<file path="src/rtl/rgd_grant_sink.sv">
// rtl/rgd_grant_sink.sv - two-phase grant sink that services A/B grants and answers with done toggles
module rgd_grant_sink #(
    parameter int   SYNC_STAGES  = 2,
    parameter int   BUSY_CYCLES  = 4,
    parameter int   CNT_W        = 8,
    parameter logic PHASE_INIT_A = 1'b0,
    parameter logic PHASE_INIT_B = 1'b0
) (
    input  logic             clk,
    input  logic             rst,
    input  logic             grantA_req,
    input  logic             grantB_req,
    output logic             doneA,
    output logic             doneB,
    output logic             busy,
    output logic             owner,
    output logic [CNT_W-1:0] served_a,
    output logic [CNT_W-1:0] served_b,
    output logic             proto_err
);

    localparam int CW = (BUSY_CYCLES > 1) ? $clog2(BUSY_CYCLES) : 1;
    localparam logic [CW-1:0] CNT_LOAD = CW'(BUSY_CYCLES - 1);

    typedef enum logic [1:0] {
        IDLE    = 2'd0,
        SERVE_A = 2'd1,
        SERVE_B = 2'd2,
        RELEASE = 2'd3
    } state_t;

    state_t state_q, state_d;
    logic [CW-1:0]          cnt_q, cnt_d;
    logic [SYNC_STAGES-1:0] sync_a_q, sync_b_q;
    logic                   s_a_d_q, s_b_d_q;
    logic                   done_a_q, done_a_d;
    logic                   done_b_q, done_b_d;
    logic [CNT_W-1:0]       served_a_q, served_a_d;
    logic [CNT_W-1:0]       served_b_q, served_b_d;
    logic                   err_q, err_d;
    logic                   s_a, s_b, pend_a, pend_b;

    assign s_a    = sync_a_q[SYNC_STAGES-1];
    assign s_b    = sync_b_q[SYNC_STAGES-1];
    assign pend_a = s_a ^ done_a_q;
    assign pend_b = s_b ^ done_b_q;

    // One extra flop past the synchronizer lets us spot a re-toggle during service.
    always_ff @(posedge clk) begin
        if (rst) begin
            sync_a_q <= {SYNC_STAGES{PHASE_INIT_A}};
            sync_b_q <= {SYNC_STAGES{PHASE_INIT_B}};
            s_a_d_q  <= PHASE_INIT_A;
            s_b_d_q  <= PHASE_INIT_B;
        end else begin
            sync_a_q <= {sync_a_q[SYNC_STAGES-2:0], grantA_req};
            sync_b_q <= {sync_b_q[SYNC_STAGES-2:0], grantB_req};
            s_a_d_q  <= s_a;
            s_b_d_q  <= s_b;
        end
    end

    always_ff @(posedge clk) begin
        if (rst) begin
            state_q    <= IDLE;
            cnt_q      <= '0;
            done_a_q   <= PHASE_INIT_A;
            done_b_q   <= PHASE_INIT_B;
            served_a_q <= '0;
            served_b_q <= '0;
            err_q      <= 1'b0;
        end else begin
            state_q    <= state_d;
            cnt_q      <= cnt_d;
            done_a_q   <= done_a_d;
            done_b_q   <= done_b_d;
            served_a_q <= served_a_d;
            served_b_q <= served_b_d;
            err_q      <= err_d;
        end
    end

    always_comb begin
        state_d    = state_q;
        cnt_d      = cnt_q;
        done_a_d   = done_a_q;
        done_b_d   = done_b_q;
        served_a_d = served_a_q;
        served_b_d = served_b_q;
        err_d      = err_q | (pend_a & pend_b);

        case (state_q)
            IDLE: begin
                cnt_d = '0;
                if (pend_a) begin
                    state_d = SERVE_A;
                    cnt_d   = CNT_LOAD;
                end else if (pend_b) begin
                    state_d = SERVE_B;
                    cnt_d   = CNT_LOAD;
                end
            end
            SERVE_A: begin
                if (s_a ^ s_a_d_q) err_d = 1'b1;
                if (cnt_q != '0) begin
                    cnt_d = cnt_q - CW'(1);
                end else begin
                    done_a_d   = ~done_a_q;
                    served_a_d = served_a_q + CNT_W'(1);
                    state_d    = RELEASE;
                end
            end
            SERVE_B: begin
                if (s_b ^ s_b_d_q) err_d = 1'b1;
                if (cnt_q != '0) begin
                    cnt_d = cnt_q - CW'(1);
                end else begin
                    done_b_d   = ~done_b_q;
                    served_b_d = served_b_q + CNT_W'(1);
                    state_d    = RELEASE;
                end
            end
            RELEASE: begin
                cnt_d   = '0;
                state_d = IDLE;
            end
            default: begin
                cnt_d   = '0;
                state_d = IDLE;
            end
        endcase
    end

    assign doneA     = done_a_q;
    assign doneB     = done_b_q;
    assign busy      = (state_q == SERVE_A) || (state_q == SERVE_B);
    assign owner     = (state_q == SERVE_B);
    assign served_a  = served_a_q;
    assign served_b  = served_b_q;
    assign proto_err = err_q;

endmodule
</file>
<file path="config.mk">
export PLATFORM = sky130hd
export DESIGN_NAME = rgd_grant_sink
export DESIGN_NICKNAME = d
export VERILOG_FILES = /design/src/rtl/rgd_grant_sink.sv
export SDC_FILE = /design/constraint.sdc
export NUM_CORES = 1
export LEC_CHECK = 0
export ABC_AREA = 1
export CORE_MARGIN = 2
export CORE_UTILIZATION = 42
export DETAILED_ROUTE_END_ITERATION = 10
export PLACE_DENSITY = 0.67
export SYNTH_ARGS = -nofsm -noshare
export SYNTH_HDL_FRONTEND = slang
export SYNTH_SLANG_ARGS = --single-unit
</file>
<file path="constraint.sdc">
create_clock -name clk -period 1.4 [get_ports clk]
set_clock_uncertainty 0.05 [all_clocks]
set_input_delay 0.21 -clock clk [delete_from_list [all_inputs] [get_ports clk]]
set_output_delay 0.21 -clock clk [all_outputs]
set_load 0.1 [all_outputs]
</file>
# ---- Word level (Yosys, flattened, before mapping)
# Index checks and enable logic that the tools add are counted.
dict set report totals {
  regBits 29
  latchBits 0
  ramBits 0
  mem_bits_ro 0
  in_bits 4
  out_inout_bits 21
  wordCells 47
  memories 0
}
dict set report classes {
  add_sub_neg 3
  multipliers 0
  div 0
  magnitude_cmp 0
  n_eq_ne 6
  shifts 0
  n_mux 11
  bitwise_logic 9
  reduce_logical 7
}
# cell n
set op_table {}
lappend op_table {{$add A8 B1 Y8 const B} 2}
lappend op_table {{$mux W2} 6}
lappend op_table {{$pmux W2 S3} 2}
lappend op_table {{$reduce_and A2 Y1} 3}
lappend op_table {{$eq A2 B2 Y1 const B} 2}
lappend op_table {{$xor A1 B1 Y1} 4}
lappend op_table {{$ne A3 B3 Y1 const B} 1}
lappend op_table {{$not A1 Y1} 3}
lappend op_table {{$eq A2 B1 Y1 const B} 1}
lappend op_table {{$logic_not A2 Y1} 1}
lappend op_table {{$mux W1} 2}
lappend op_table {{$ne A2 B1 Y1 const B} 1}
lappend op_table {{$ne A2 B2 Y1 const B} 1}
lappend op_table {{$pmux W1 S2} 1}
lappend op_table {{$reduce_bool A2 Y1} 1}
lappend op_table {{$reduce_or A2 Y1} 1}
lappend op_table {{$sub A2 B1 Y2 const B} 1}
lappend op_table {{$and A1 B1 Y1} 1}
lappend op_table {{$logic_or A1 B1 Y1} 1}
lappend op_table {{$or A1 B1 Y1} 1}

# ---- Logic depth before layout (Yosys ltp)
dict set report depth {
  word_depth 5
  depth_mapped 10
  depth_no_buf 10
}

# ---- Worst setup path after synthesis
# Ideal clock, no wire load.
dict set report synth_timing {
  path_type {register -> register}
  startpoint {register state_q[0]}
  endpoint {register served_b_q[6], in the netlist served_b[6]}
  setup_time_ps 110
  arrival_ps 1981
  required_ps 1240
  path_slack_ps -741
  path_stages_with_launch 10
  path_buffers 0
  period_less_slack_ps 2141
  path_cell_list {dfxtp_1 > inv_1 > ha_1 > nand2_2 > clkinv_2 > nand3_4 > nor2_4 > nand3_1 > nand2_1 > nor2_1}
}
dict set report synth_between {
  elab_chain_cells 2
}
# element line
set synth_rtl {}
lappend synth_rtl {{from (decl)} 32} ;# state_t state_q, state_d;
lappend synth_rtl {{from (signal assigned)} 73} ;# state_q <= state_d;
lappend synth_rtl {{$eq A2 B2 Y1} -}
lappend synth_rtl {{named net owner} 16} ;# output logic owner,
lappend synth_rtl {{$reduce_and A2 Y1 (no line)} -}
lappend synth_rtl {{to (signal assigned)} 78} ;# served_b_q <= served_b_d;
lappend synth_rtl {{to (decl)} 39} ;# logic [CNT_W-1:0] served_b_q, served_b_d;
# The timed path passes the listed nets, and every way through them passes these cells.
# A chain may end at the register's enable or synchronous reset.

# ---- Worst setup path in the final report
dict set report layout_timing {
  startpoint {register state_q[0]}
  endpoint {output port busy}
}
dict set report layout_between {
  elab_chain_cells 2
  word_cells_on_any_way 3
  classes_between {eq/ne (2); reduce/logical (1)}
}
# element line
set layout_rtl {}
lappend layout_rtl {{$eq A2 B1 Y1 or $eq A2 B2 Y1 (tied branches)} 136} ;# assign busy = (state_q == SERVE_A) || (state_q == SERVE_B);
lappend layout_rtl {{$logic_or A1 B1 Y1 (*)} 136}
lappend layout_rtl {{to (decl)} 15} ;# output logic busy,
# Mark *: on every way between the ends. The rest lies on a longest branch, timed or not.

==> reports/results.txt <==
Result of the run - finished, violations left
Violations in the final reports - setup timing
Post-placement worst setup slack - -19.6 ps
Util after Layout - 69.2%
Fraction of layout cells with a size suffix above 1 - 34.8%
Synthesized area per cell - 7.09 um2
Area growth from synthesis to layout - 54.7%
Via count of the first global-routing pass - 1,142
H-tree depth - 2
Number of antenna violations at the first check in global routing - 0
Number of nets still failing antenna checks after routing - 0
Slack of the worst reg-to-reg path - 40 ps
# clock sinks - 29
Fin crit share - 102%
Global route overflow - 0
First-pass GRT wire length - 4820 um
Category of the worst setup path launch point - flip-flop
Launch point of the worst reg-to-reg path - state_q[1]
Sequential fraction of the synthesis area - 42.2%
Vias per inst - 4.65
CP endpoint - busy
Final critical delay including setup and external delays - 1430 ps
Clock Tree Buf Depth - 2
Final critical-path setup slack - -33.9 ps
Post-detailed-placement cell area - 0.00196 mm2
Net count, final - 240
Total via count in the routed design - 1,273
Number of antenna diodes - 0
Quantity of I/O buffers inserted on ports - 24
Synthesis warning total - 0
RSZ-0062 raised after global routing - yes
DRC violation count after routing - 0
Total of flip-flops plus latches after synthesis - 29
DIE AREA - 0.00375 mm2
Power per standard cell area - 1880 mW/mm2
Routability Congestion - 0.852
Final setup vio count - 1
Post-route cell area - 0.00213 mm2
Combined global-route utilization of all metal layers - 17.4%
Launch point of the critical path - state_q[0]
Lkg Pwr - 0.000907 uW
Critical register-to-register path endpoint - served_a[5]
Peak ir drop on the vdd network - 0.00156 V
Total core area - 0.00308 mm2
Row count - 20
Largest net degree at the start of global routing - 19
Final Hold Viols - 0
Clock transition at path regs - 100 ps
Inserted Clock Buffers - 5
Critical path data arrival time - 1170 ps
Drt total wl - 2960 um
Normalized max-slew margin - 84.2%
Net Count, Synth - 205
TritonCTS clock tree - yes
Number of fill cells in the layout - 243
Transition at the pin with the smallest max-transition slack - 235 ps
Boundary pin count - 25
Die Span Y - 61.2 um
Final Max Slew Viols - 0
Number of cell instances on the worst register-to-register path - 8
Initial Utilization - 44.7%
Share of synthesized flip-flops with an asynchronous set or reset - 0%
Count of routing violations after the opening detailed-route iteration - 53
Sum Neg Setup Slack - -33.9 ps
Worst path required time - 1140 ps
Number of synthesized flops with an enable pin - 0
Width of the die - 61.2 um
Type of element capturing the critical path - output pin
Total power of the final layout - 4000 uW
Critical path start-end classification - reg2out
Post-DR wirelength/cell - 10.8 um
Primary flip-flop cell chosen by synthesis mapping - dfxtp_1
Maximum capacitance violations - 0
Maximum operating frequency - 0.697 GHz
Cell variety after synth - 20
Hold/Removal Path Class - in2reg
Post-synthesis instance total - 194
Half-perimeter wire length of the detailed placement result - 2060 um
Post-synthesis instance area - 0.00138 mm2
Worst-path fanout max - 4
Number of detailed-route iterations in the first pass - 4
Clock root buffer - clkbuf_4
Insertion delay of the later-clocked pin in the worst-skew pair - 320 ps
-- stage by stage --
step                instances  hold WS [ps]
CTS                       273           326
global route              274           354
finish                    274           340
detailed placement        262           353
global placement          262           344
floorplan                 194           229
-- routing by layer --
| metal | vias to the layer above | global-route usage, % | wire length [um] |
|---|---|---|---|
| li1 | 657 | - | - |
| met1 | 576 | 21.6 | 1300 |
| met2 | 36 | 28.4 | 1480 |
| met3 | 4 | 4.20 | 139 |
| met4 | 0 | 8.07 | 38 |
| met5 | - | 0 | 0 |
-- critical path, stage by stage, from the launching register on --
cell and delay (ps):
dfxtp_2 360, inv_4 60, ha_4 280, buf_12 170
-- sequential cells by signal (all words and copies together), names as in the netlist --
name	cells
s_a_d_q	1
served_b	8
sync_a_q	2
state_q	2
served_a	8
cnt_q	2
sync_b_q	2
doneB	1
doneA	1
s_b_d_q	1
proto_err	1
-- what timing repair did --
| item | 4_1_cts | 5_1_grt |
|---|---|---|
| buffers inserted | 3 | 1 |
| setup endpoints to repair | 5 | 16 |
| gates resized for setup | 3 | 13 |
| hold endpoints to repair | 0 | 0 |
| hold buffers | 0 | 0 |
| pin swaps | 1 | 2 |
-- area by class of cell --
class / instances / area (um2) / share of cell area, %
flip-flops and latches: 29 / 618 / 29.0
inverters: 36 / 141 / 6.64
repair buffers: 30 / 495 / 23.3
well taps: 44 / 55.1 / 2.59
multi-input cells: 127 / 717 / 33.7
clock inverters: 3 / 65.1 / 3.06
clock buffers: 5 / 37.5 / 1.76
-- logic make-up after synthesis --
family / after synthesis / synth area share, %
AOI/OAI and AO/OA: 18 / 6.73
buffers and inverters: 38 / 10.6
DFF: 29 / 42.2
xor gates and xnor gates: 2 / 1.27
adders and majority gates: 7 / 6.36
and+or+nand+nor: 100 / 32.8
-- worst min path at each step --
stage / cells past startpoint / slack, ps / from / endpoint
finish: 3 / 340 / grantA_req / sync_a_q[0]
detailed placement: 2 / 350 / sync_a_q[0] / sync_a_q[1]
CTS: 3 / 330 / grantA_req / sync_a_q[0]
global placement: 2 / 340 / sync_b_q[0] / sync_b_q[1]
global route: 3 / 350 / grantA_req / sync_a_q[0]
floorplan: 1 / 230 / rst / served_a[3]
-- cell usage after synthesis (4+ instances only) --
cell type	instances	share of area, %
a21oi_1	9	3.3
dfxtp_1	29	42
ha_1	7	6.4
inv_1	33	9.0
nand2_1	48	13
nand3_1	7	2.5
nor2_1	28	7.6
nor2_2	4	1.8
nor3_1	6	2.2
o21ai_0	7	2.5
-- cell usage in the layout, fill, tap and decap left out, types with 6 or more instances in the layout --
| cell | netlist | routed |
|---|---|---|
| a21oi_1 | 9 | 9 |
| nor2_1 | 28 | 28 |
| buf_12 | 0 | 21 |
| buf_4 | 0 | 6 |
| inv_1 | 33 | 27 |
| nor3_1 | 6 | 6 |
| dfxtp_2 | 0 | 12 |
| nand2_1 | 48 | 44 |
| nand3_1 | 7 | 7 |
| o21ai_0 | 7 | 6 |
| dfxtp_4 | 0 | 6 |
| dfxtp_1 | 29 | 11 |
-- power by group --
| group | switching (uW) | internal (uW) | leakage (uW) |
|---|---|---|---|
| sequential | 127 | 962 | 0.000247 |
| clock | 298 | 553 | 0.0000552 |
| combinational | 1300 | 759 | 0.000605 |
Note: power is estimated with default switching activity, not from simulation.
